<file path="src/rtl/morse_symbol_gen.sv">
// Morse letter generator: sends 'S' (three dots) or 'O' (three dashes) on Pin_Out.
// It then pulses the matching done line for one cycle after the trailing gap.
module morse_symbol_gen #(
    parameter int unsigned UNIT_CYCLES = 20_000_000,
    parameter int unsigned DOT_UNITS   = 1,
    parameter int unsigned DASH_UNITS  = 3,
    parameter int unsigned GAP_UNITS   = 1,
    parameter int unsigned TAIL_UNITS  = 3
) (
    input  logic CLK,
    input  logic RSTn,
    input  logic S_Start_Sig,
    input  logic O_Start_Sig,
    output logic S_Done_Sig,
    output logic O_Done_Sig,
    output logic Pin_Out,
    output logic Busy_Sig
);

    // Each value is the phase length in clocks minus one. The phase ends when the timer reads 0.
    localparam logic [31:0] DOT_LOAD  = 32'(DOT_UNITS  * UNIT_CYCLES - 1);
    localparam logic [31:0] DASH_LOAD = 32'(DASH_UNITS * UNIT_CYCLES - 1);
    localparam logic [31:0] GAP_LOAD  = 32'(GAP_UNITS  * UNIT_CYCLES - 1);
    localparam logic [31:0] TAIL_LOAD = 32'(TAIL_UNITS * UNIT_CYCLES - 1);

    typedef enum logic [2:0] {IDLE, MARK, SPACE, TAIL, DONE} state_t;

    state_t      state, state_nxt;
    logic [31:0] timer, timer_nxt;
    logic [1:0]  elem, elem_nxt;
    logic        is_s, is_s_nxt;
    logic        pin_nxt, busy_nxt, s_done_nxt, o_done_nxt;

    always_ff @(posedge CLK or negedge RSTn) begin
        if (!RSTn) begin
            state      <= IDLE;
            timer      <= '0;
            elem       <= '0;
            is_s       <= 1'b0;
            Pin_Out    <= 1'b0;
            Busy_Sig   <= 1'b0;
            S_Done_Sig <= 1'b0;
            O_Done_Sig <= 1'b0;
        end else begin
            state      <= state_nxt;
            timer      <= timer_nxt;
            elem       <= elem_nxt;
            is_s       <= is_s_nxt;
            Pin_Out    <= pin_nxt;
            Busy_Sig   <= busy_nxt;
            S_Done_Sig <= s_done_nxt;
            O_Done_Sig <= o_done_nxt;
        end
    end

    always_comb begin
        state_nxt = state;
        timer_nxt = (timer != 32'd0) ? timer - 32'd1 : timer;
        elem_nxt  = elem;
        is_s_nxt  = is_s;
        case (state)
            IDLE: begin
                // 'S' has priority when both requests are present.
                if (S_Start_Sig || O_Start_Sig) begin
                    is_s_nxt  = S_Start_Sig;
                    state_nxt = MARK;
                    timer_nxt = S_Start_Sig ? DOT_LOAD : DASH_LOAD;
                    elem_nxt  = 2'd0;
                end
            end
            MARK: begin
                if (timer == 32'd0) begin
                    if (elem < 2'd2) begin
                        state_nxt = SPACE;
                        timer_nxt = GAP_LOAD;
                    end else begin
                        state_nxt = TAIL;
                        timer_nxt = TAIL_LOAD;
                    end
                end
            end
            SPACE: begin
                if (timer == 32'd0) begin
                    elem_nxt  = elem + 2'd1;
                    state_nxt = MARK;
                    timer_nxt = is_s ? DOT_LOAD : DASH_LOAD;
                end
            end
            TAIL: begin
                if (timer == 32'd0)
                    state_nxt = DONE;
            end
            DONE:    state_nxt = IDLE;
            default: state_nxt = IDLE;
        endcase

        // Outputs are decoded from the next state so that they leave the flops together with it.
        pin_nxt    = (state_nxt == MARK);
        busy_nxt   = (state_nxt != IDLE);
        s_done_nxt = (state_nxt == DONE) &&  is_s_nxt;
        o_done_nxt = (state_nxt == DONE) && !is_s_nxt;
    end

endmodule
</file>
<file path="config.mk">
export PLATFORM = sky130hd
export DESIGN_NAME = morse_symbol_gen
export DESIGN_NICKNAME = d
export VERILOG_FILES = /design/src/rtl/morse_symbol_gen.sv
export SDC_FILE = /design/constraint.sdc
export NUM_CORES = 1
export LEC_CHECK = 0
export ABC_AREA = 1
export CELL_PAD_IN_SITES_DETAIL_PLACEMENT = 1
export CELL_PAD_IN_SITES_GLOBAL_PLACEMENT = 1
export CORE_ASPECT_RATIO = 0.6
export CORE_MARGIN = 4
export CORE_UTILIZATION = 45
export DETAILED_ROUTE_END_ITERATION = 8
export GPL_TIMING_DRIVEN = 0
export PLACE_DENSITY_LB_ADDON = 0.1
export SYNTH_ARGS = -nofsm -noshare
export SYNTH_HDL_FRONTEND = slang
export SYNTH_SLANG_ARGS = --single-unit
</file>
<file path="constraint.sdc">
create_clock -name CLK -period 2.2 [get_ports CLK]
set_clock_uncertainty 0.2 [all_clocks]
set_input_delay 0.22 -clock CLK [delete_from_list [all_inputs] [get_ports CLK]]
set_output_delay 0.22 -clock CLK [all_outputs]
set_load 0.1 [all_outputs]
</file>
==> metrics.md, run 1 <==
| Metric | Value |
|---|---|
| Pre-antenna DRT Iters | 4 |
| Reg2reg setup slack | between 0.09 and 0.1 ns |
| Starting density of the core | 0.462 |
| Pins over their slew limit | 0 |
| Worst Hold Class | input port to async pin |
| Clk slew on worst S/H paths | around 0.090 ns |
| Grt total ovfl | 0 |
| Kind of end point of the critical path | flop |
| Vias | 2,683 |
| Largest net degree at the start of global routing | 23 |
| FMAX | 474 MHz |
| Synth area leader | dfrtp_1 |
| # rows | 22 |
| Post-synth cell types | 36 |
| Die W | 110 um |
| Most frequent cells in the layout | nand2_1, inv_1, nor2_1 |
| Max Cap Viol | 0 |
| CTS Buf Count | 5 |
| Routed vias/inst | around 5.3 |
| Type of origin of the critical path | flop |
| WS Path Type | flop to flop |
| Hold slack | roughly 0.25 ns |
| CP Max Fanout | 10 |
| Clock Latency Late Sink | 0.30 ns |
| # diodes | 0 |
| DRT iter0 DRCs | roughly 180 |
| Post-synthesis cell count | approximately 390 |
| FFs w/ async S/R, synth | 1.00 |
| Die height | a little under 70 um |
| Post-Place Setup Slack | -0.0967 ns |
| CP required | roughly 2.2 ns |
| CTS tree | done |
| First-pass GRT wire length | ~14 mm |
| Commonest non-fill, non-tap cell in the layout | nand2_1 |
| WP data arrival | 2.10 ns |
| CORE AREA | roughly 6100 um^2 |
| Layout cells sized above 1 | 0.235 |
| Area growth from synthesis to layout | 20.0% |
| Final hold vios | 0 |
| PortBufs | 7 |
| Synth top area share | 0.372 |
| Worst-case clock buffer depth | 2 |
| Post-DP HPWL | roughly 6.7 mm |
| Syn Area/Cell | 7.20 um^2 |
| DRC Markers | 0 |
| Sink Count | 42 |
| Yosys reg bits | 42 |
| Routed Wire Length | between 9 and 10 mm |
| Synth Flop Type | dfrtp_1 |
| Routed length per instance | roughly 18 um |
| Number of synthesis warnings | 0 |
| Seq/Total Area, Yosys | 0.372 |
| Final period utilization | 0.959 |
| Mapped Area | 2820 um^2 |
| Antenna Violating Nets Remaining | 0 |
| Maximum vdd drop | roughly 0.24 mV |
| Final setup margin | 0.0907 ns |
| Synth top area cells | dfrtp_1, nand2_1, inv_1 |
| Final net count | ~430 |
| Slew HR | 0.322 |
| Syn_nets | roughly 400 |
| Die area | around 7600 um^2 |
| Final GP Congestion | about 0.85 |
| Status | finished clean |
| Vias in the first global route | about 2,600 |
| Leakage | 1.76 nW |
| PD cells | 438 nW/um^2 |
| Root buf cell | clkbuf_8 |
| Worst slew pin tran | 1.02 ns |
| GRT Total Usage | 0.235 |
| Number of flops mapped to enable cells by yosys | 0 |
| Htree depth | 2 |
| Initial antenna violation count | 0 |
| Final setup violation count | 0 |
| # IOs | 8 |
| Final Critical Period | 2.11 ns |
[worst paths after layout]
check / from / to / depth (start not counted)
setup / recovery: timer[0] / timer[11] / 13
hold / removal: RSTn / timer[2] / 2
setup reg to reg: timer[0] / timer[11] / 13
hold reg to reg: elem[0] / elem[0] / 1
max in group asynchronous: RSTn / timer[17] / 3
min in group CLK: elem[0] / elem[0] / 1
[layer usage]
metal  GRT usage  up-vias  share of wire  routed length [um]
met1       0.384     1307           0.50                4540
met5           0        -              0                   0
met4      0.0396        0         0.0056                  51
met2       0.317       56           0.44                3990
li1            -     1313              -                   -
met3      0.0484        7          0.062                 569
[cell type report]
cell class,instances,area [um^2]
clock inverter,3,45.0
fill,776,2720
sequential,42,1060
tap,84,105
buffer,4,45.0
clock buffer,5,68.8
multi-input combinational,279,1550
timing repair buffer,26,262
inverter,67,251
[critical path, cell delays in order, from the launching register on]
cell     delay [ns]
dfrtp_1        0.40
inv_2          0.14
ha_4           0.17
nand2_1        0.06
nor2_2         0.13
nand2_1        0.07
nor2_2         0.10
nand2_2        0.09
buf_6          0.16
buf_8          0.16
nand4_1        0.09
nand2_1        0.09
nand2_1        0.07
nand2_1        0.05
[logic make-up (layout without fill, tap and decap cells)]
logic type,after synthesis,after routing,synth area share
and+or+nand+nor,245,245,0.428
buffers and inverters,71,105,0.105
DFF,42,42,0.372
AOI/OAI and AO/OA,28,28,0.0718
adders and majority gates,3,3,0.0133
xor gates and xnor gates,3,3,0.00931
[where the power goes]
| part | internal (W) | switching, W | leakage [nW] |
|---|---|---|---|
| Sequential | 0.000778 | 0.0000113 | 0.490 |
| Clock | 0.000338 | 0.000300 | 0.0504 |
| Combinational | 0.0000196 | 0.0000366 | 1.22 |
| Total | 0.00114 | 0.000348 | 1.76 |
[registers in the layout (all words and copies together), names as in the netlist]
register / cells
timer: 32
S_Done_Sig: 1
is_s: 1
state: 3
Busy_Sig: 1
Pin_Out: 1
O_Done_Sig: 1
elem: 2
[through the flow]
| step | cells | power (W) | cell area (um^2) | TNS [ns] | util |
|---|---|---|---|---|---|
| global placement | 483 | 0.000849 | 3000 | -23.51 | 0.491 |
| floorplan | 392 | 0.000820 | 2820 | 0 | - |
| finish | 510 | 0.00148 | 3390 | 0 | 0.554 |
| detailed placement | 484 | 0.000857 | 3020 | -0.304 | 0.494 |
| CTS | 494 | 0.00149 | 3160 | -0.00329 | 0.518 |
| global route | 510 | 0.00154 | 3390 | -0.142 | 0.554 |
[cells in the mapped netlist, types with 3 or more instances]
| cell | count |
|---|---|
| nand3_1 | 31 |
| nor2_2 | 11 |
| nor4_1 | 3 |
| inv_2 | 3 |
| dfrtp_1 | 42 |
| a21oi_1 | 6 |
| nand2_1 | 92 |
| nand4_1 | 17 |
| nor2_1 | 55 |
| inv_1 | 64 |
| nor2_4 | 6 |
| nand2_4 | 4 |
| ha_1 | 3 |
| o21ai_0 | 7 |
| nand2_2 | 11 |
| nor3_1 | 8 |
| o211ai_1 | 3 |
[timing repair]
item                                    in CTS  in global routing
endpoints found under the setup margin       9                 34
endpoints found under the hold margin       21                  0
hold buffers                                 1                  0
buffers inserted                             1                 16
pin swaps                                    1                 12
resized for setup                            2                 33
Power figures use the tool's default switching activity.
==> inputs of run 2 (changes only) <==
- CORE_ASPECT_RATIO: 0.6 -> 0.9
==> run 2 against run 1 <==
Non-clock buffer count down 9. Worst setup slack better by 0.0021 ns. Highest routed layer unchanged. Total power down 1.7%. Critical path type unchanged.
==> metrics.md, run 2 (synthesized netlist as in run 1, its figures left out) <==
| Metric | Value |
|---|---|
| Placed cells | 487 (was 484) |
| Die height | 83.2 um (was 69.4 um) |
| Layout cells sized above 1 | 0.187 (was 0.235) |
| Worst Hold Class | input port to async pin (unchanged) |
| Htree depth | 2 (unchanged) |
| Fin cells | 504 (was 510) |
| Final GP Congestion | 0.819 (was 0.845) |
| Final setup margin | 0.0928 ns (was 0.0907 ns) |
| Commonest non-fill, non-tap cell in the layout | nand2_1 (unchanged) |
| Pre-antenna DRT Iters | 4 (unchanged) |
| Vias | 2,617 (was 2,683) |
| Sink Count | 42 (unchanged) |
| CP Max Fanout | 7 (was 10) |
| Worst path cell trace | nor2_2 > nand2_2 > nor2_8 > nand2_4 > nor2_8 > nand2_2 > nand2_2 > nand2_2 > a21oi_4 > nand2_1 (was inv_2 > ha_4 > nand2_1 > nor2_2 > nand2_1 > nor2_2 > nand2_2 > buf_6 > buf_8 > nand4_1 > nand2_1 > nand2_1 > nand2_1) |
| Biggest register | timer (unchanged) |
| Worst path slowest cell | dfrtp_1 (unchanged) |
| Top layer in use | met4 (unchanged) |
| PD cells | 447 nW/um^2 (was 438 nW/um^2) |
| Finished Cell Area | 3260 um^2 (was 3390 um^2) |
| Top Registers | timer (32), state (3), elem (2) (unchanged) |
| Area growth from synthesis to layout | 15.4% (was 20.0%) |
| Slew HR | 0.355 (was 0.322) |
| Worst slew pin tran | 0.965 ns (was 1.02 ns) |
| Routed vias/inst | 5.19 (was 5.26) |
| Status | finished clean (unchanged) |
| Metal2 WL | 3.96 mm (was 3.99 mm) |
| DRC Markers | 0 (unchanged) |
| Most frequent cells in the layout | nand2_1, inv_1, nor2_1 (unchanged) |
| Max reg flops | 32 (unchanged) |
| Post-DP HPWL | 6.14 mm (was 6.67 mm) |
| CORE AREA | 6110 um^2 (about the same) |
| FMAX | 475 MHz (was 474 MHz) |
| Antenna Violating Nets Remaining | 0 (unchanged) |
| Clock Latency Late Sink | 0.30 ns (about the same) |
| Final net count | 423 (was 432) |
| CP required | 2.19 ns (about the same) |
| Post-Place Setup Slack | -0.0850 ns (was -0.0967 ns) |
| CTS tree | done (unchanged) |
| DRT iter0 DRCs | 81 (was 183) |
| Initial antenna violation count | 0 (unchanged) |
| GRT Total Usage | 0.220 (was 0.235) |
| Final Critical Period | 2.11 ns (about the same) |
| Placed Area | 3020 um^2 (about the same) |
| CP Buf/Inv Count | 0 (was 3) |
| Starting density of the core | 0.462 (about the same) |
| Max Cap Viol | 0 (unchanged) |
| Met1 WL | 3.79 mm (was 4.54 mm) |
| # rows | 27 (was 22) |
| Worst-case clock buffer depth | 2 (unchanged) |
| Met3 WL post-DR | 143 um (was 569 um) |
| Maximum vdd drop | 0.339 mV (was 0.241 mV) |
| CP max stage delay | 0.46 ns (was 0.40 ns) |
| Worst path top cell family by delay | simple AND/OR/NAND/NOR gates (unchanged) |
| Leakage | 1.69 nW (was 1.76 nW) |
| # IOs | 8 (unchanged) |
| Unrepaired setup endpoints after global routing | yes |
| Clk slew on worst S/H paths | 0.08 ns (was 0.09 ns) |
| Routed Wire Length | 7.93 mm (was 9.15 mm) |
| Die area | 7610 um^2 (was 7650 um^2) |
| Total negative setup slack | 0 ns (unchanged) |
| Grt total ovfl | 0 (unchanged) |
| Final period utilization | 0.958 (was 0.959) |
| Overall Power | 0.00146 W (was 0.00148 W) |
| PortBufs | 7 (unchanged) |
| Vias in the first global route | 2,768 (was 2,603) |
| # diodes | 0 (unchanged) |
| WS Path Type | flop to flop (unchanged) |
| Die W | 91.5 um (was 110 um) |
| Root buf cell | clkbuf_8 (unchanged) |
| Most Frequent Cell on Critical Path | nand2_2 (was nand2_1) |
| Final hold vios | 0 (unchanged) |
| CTS Buf Count | 5 (unchanged) |
| First-pass GRT wire length | 13.5 mm (was 13.9 mm) |
| Kind of end point of the critical path | flop (unchanged) |
| Type of origin of the critical path | flop (unchanged) |
| Routed length per instance | 15.7 um (was 17.9 um) |
| WP data arrival | 2.10 ns (about the same) |
| Pins over their slew limit | 0 (unchanged) |
| Largest net degree at the start of global routing | 28 (was 23) |
| Final setup violation count | 0 (unchanged) |
-- run 2: cell count changes in the layout (fill, tap and decap cells not counted), moves of 3 or more --
| cell | change |
|---|---|
| nor2_1 | +4 |
| dfrtp_2 | -7 |
| dfrtp_1 | +7 |
| nor2_4 | -3 |
| buf_4 | -7 |
-- run 2: path summary, 6_finish.rpt --
check	from	endpoint	slack (ns)	depth (start not counted)
max	timer[15]	timer[25]	0.09	10
min	RSTn	timer[8]	0.18	2
max reg2reg	timer[15]	timer[25]	0.09	10
min reg2reg	elem[0]	elem[0]	0.34	1
max in group asynchronous	RSTn	timer[22]	1.13	3
min in group CLK	elem[0]	elem[0]	0.34	1
-- run 2: final cells by class --
cell class                      instances  area, um^2
Tap cell                               87         109
Multi-Input combinational cell        279        1530
Timing Repair Buffer                   17         154
Sequential cell                        42        1050
Fill cell                             790        2860
Clock buffer                            6        72.6
Inverter                               67         251
Buffer                                  4        48.8
Clock inverter                          2        37.5
-- run 2: power by group --
| group | internal (W) | total (W) | switching (W) | leakage (nW) |
|---|---|---|---|---|
| Sequential | 0.000778 | 0.000788 | 0.0000103 | 0.497 |
| Combinational | 0.0000169 | 0.0000497 | 0.0000328 | 1.14 |
| Clock | 0.000339 | 0.000620 | 0.000281 | 0.0514 |
| Total | 0.00113 | 0.00146 | 0.000324 | 1.69 |
-- run 2: metrics by stage --
stage / hold slack, ns / utilization
floorplan: -0.276 / -
global route: 0.221 / 0.533
global placement: 0.305 / 0.491
CTS: 0.189 / 0.514
detailed placement: -0.0209 / 0.494
finish: 0.178 / 0.533
-- run 2: worst register-to-register path, cell delays in order (launching register included) --
cell and delay [ns]:
dfrtp_1 0.46, nor2_2 0.15, nand2_2 0.12, nor2_8 0.19
nand2_4 0.10, nor2_8 0.16, nand2_2 0.09, nand2_2 0.12
nand2_2 0.09, a21oi_4 0.25, nand2_1 0.09
-- run 2: per-layer routing --
layer / global-route usage / vias up
li1: - / 1285
met1: 0.288 / 1306
met2: 0.388 / 20
met3: 0.0371 / 6
met4: 0.0301 / 0
met5: 0 / -
-- run 2: repair_timing --
| item | in CTS | in global routing |
|---|---|---|
| resized for setup | 6 | 16 |
| endpoints found under the setup margin | 6 | 26 |
| endpoints found under the hold margin | 24 | 0 |
| buffers inserted | 0 | 8 |
| hold buffers | 1 | 0 |
| pin swaps | 1 | 4 |
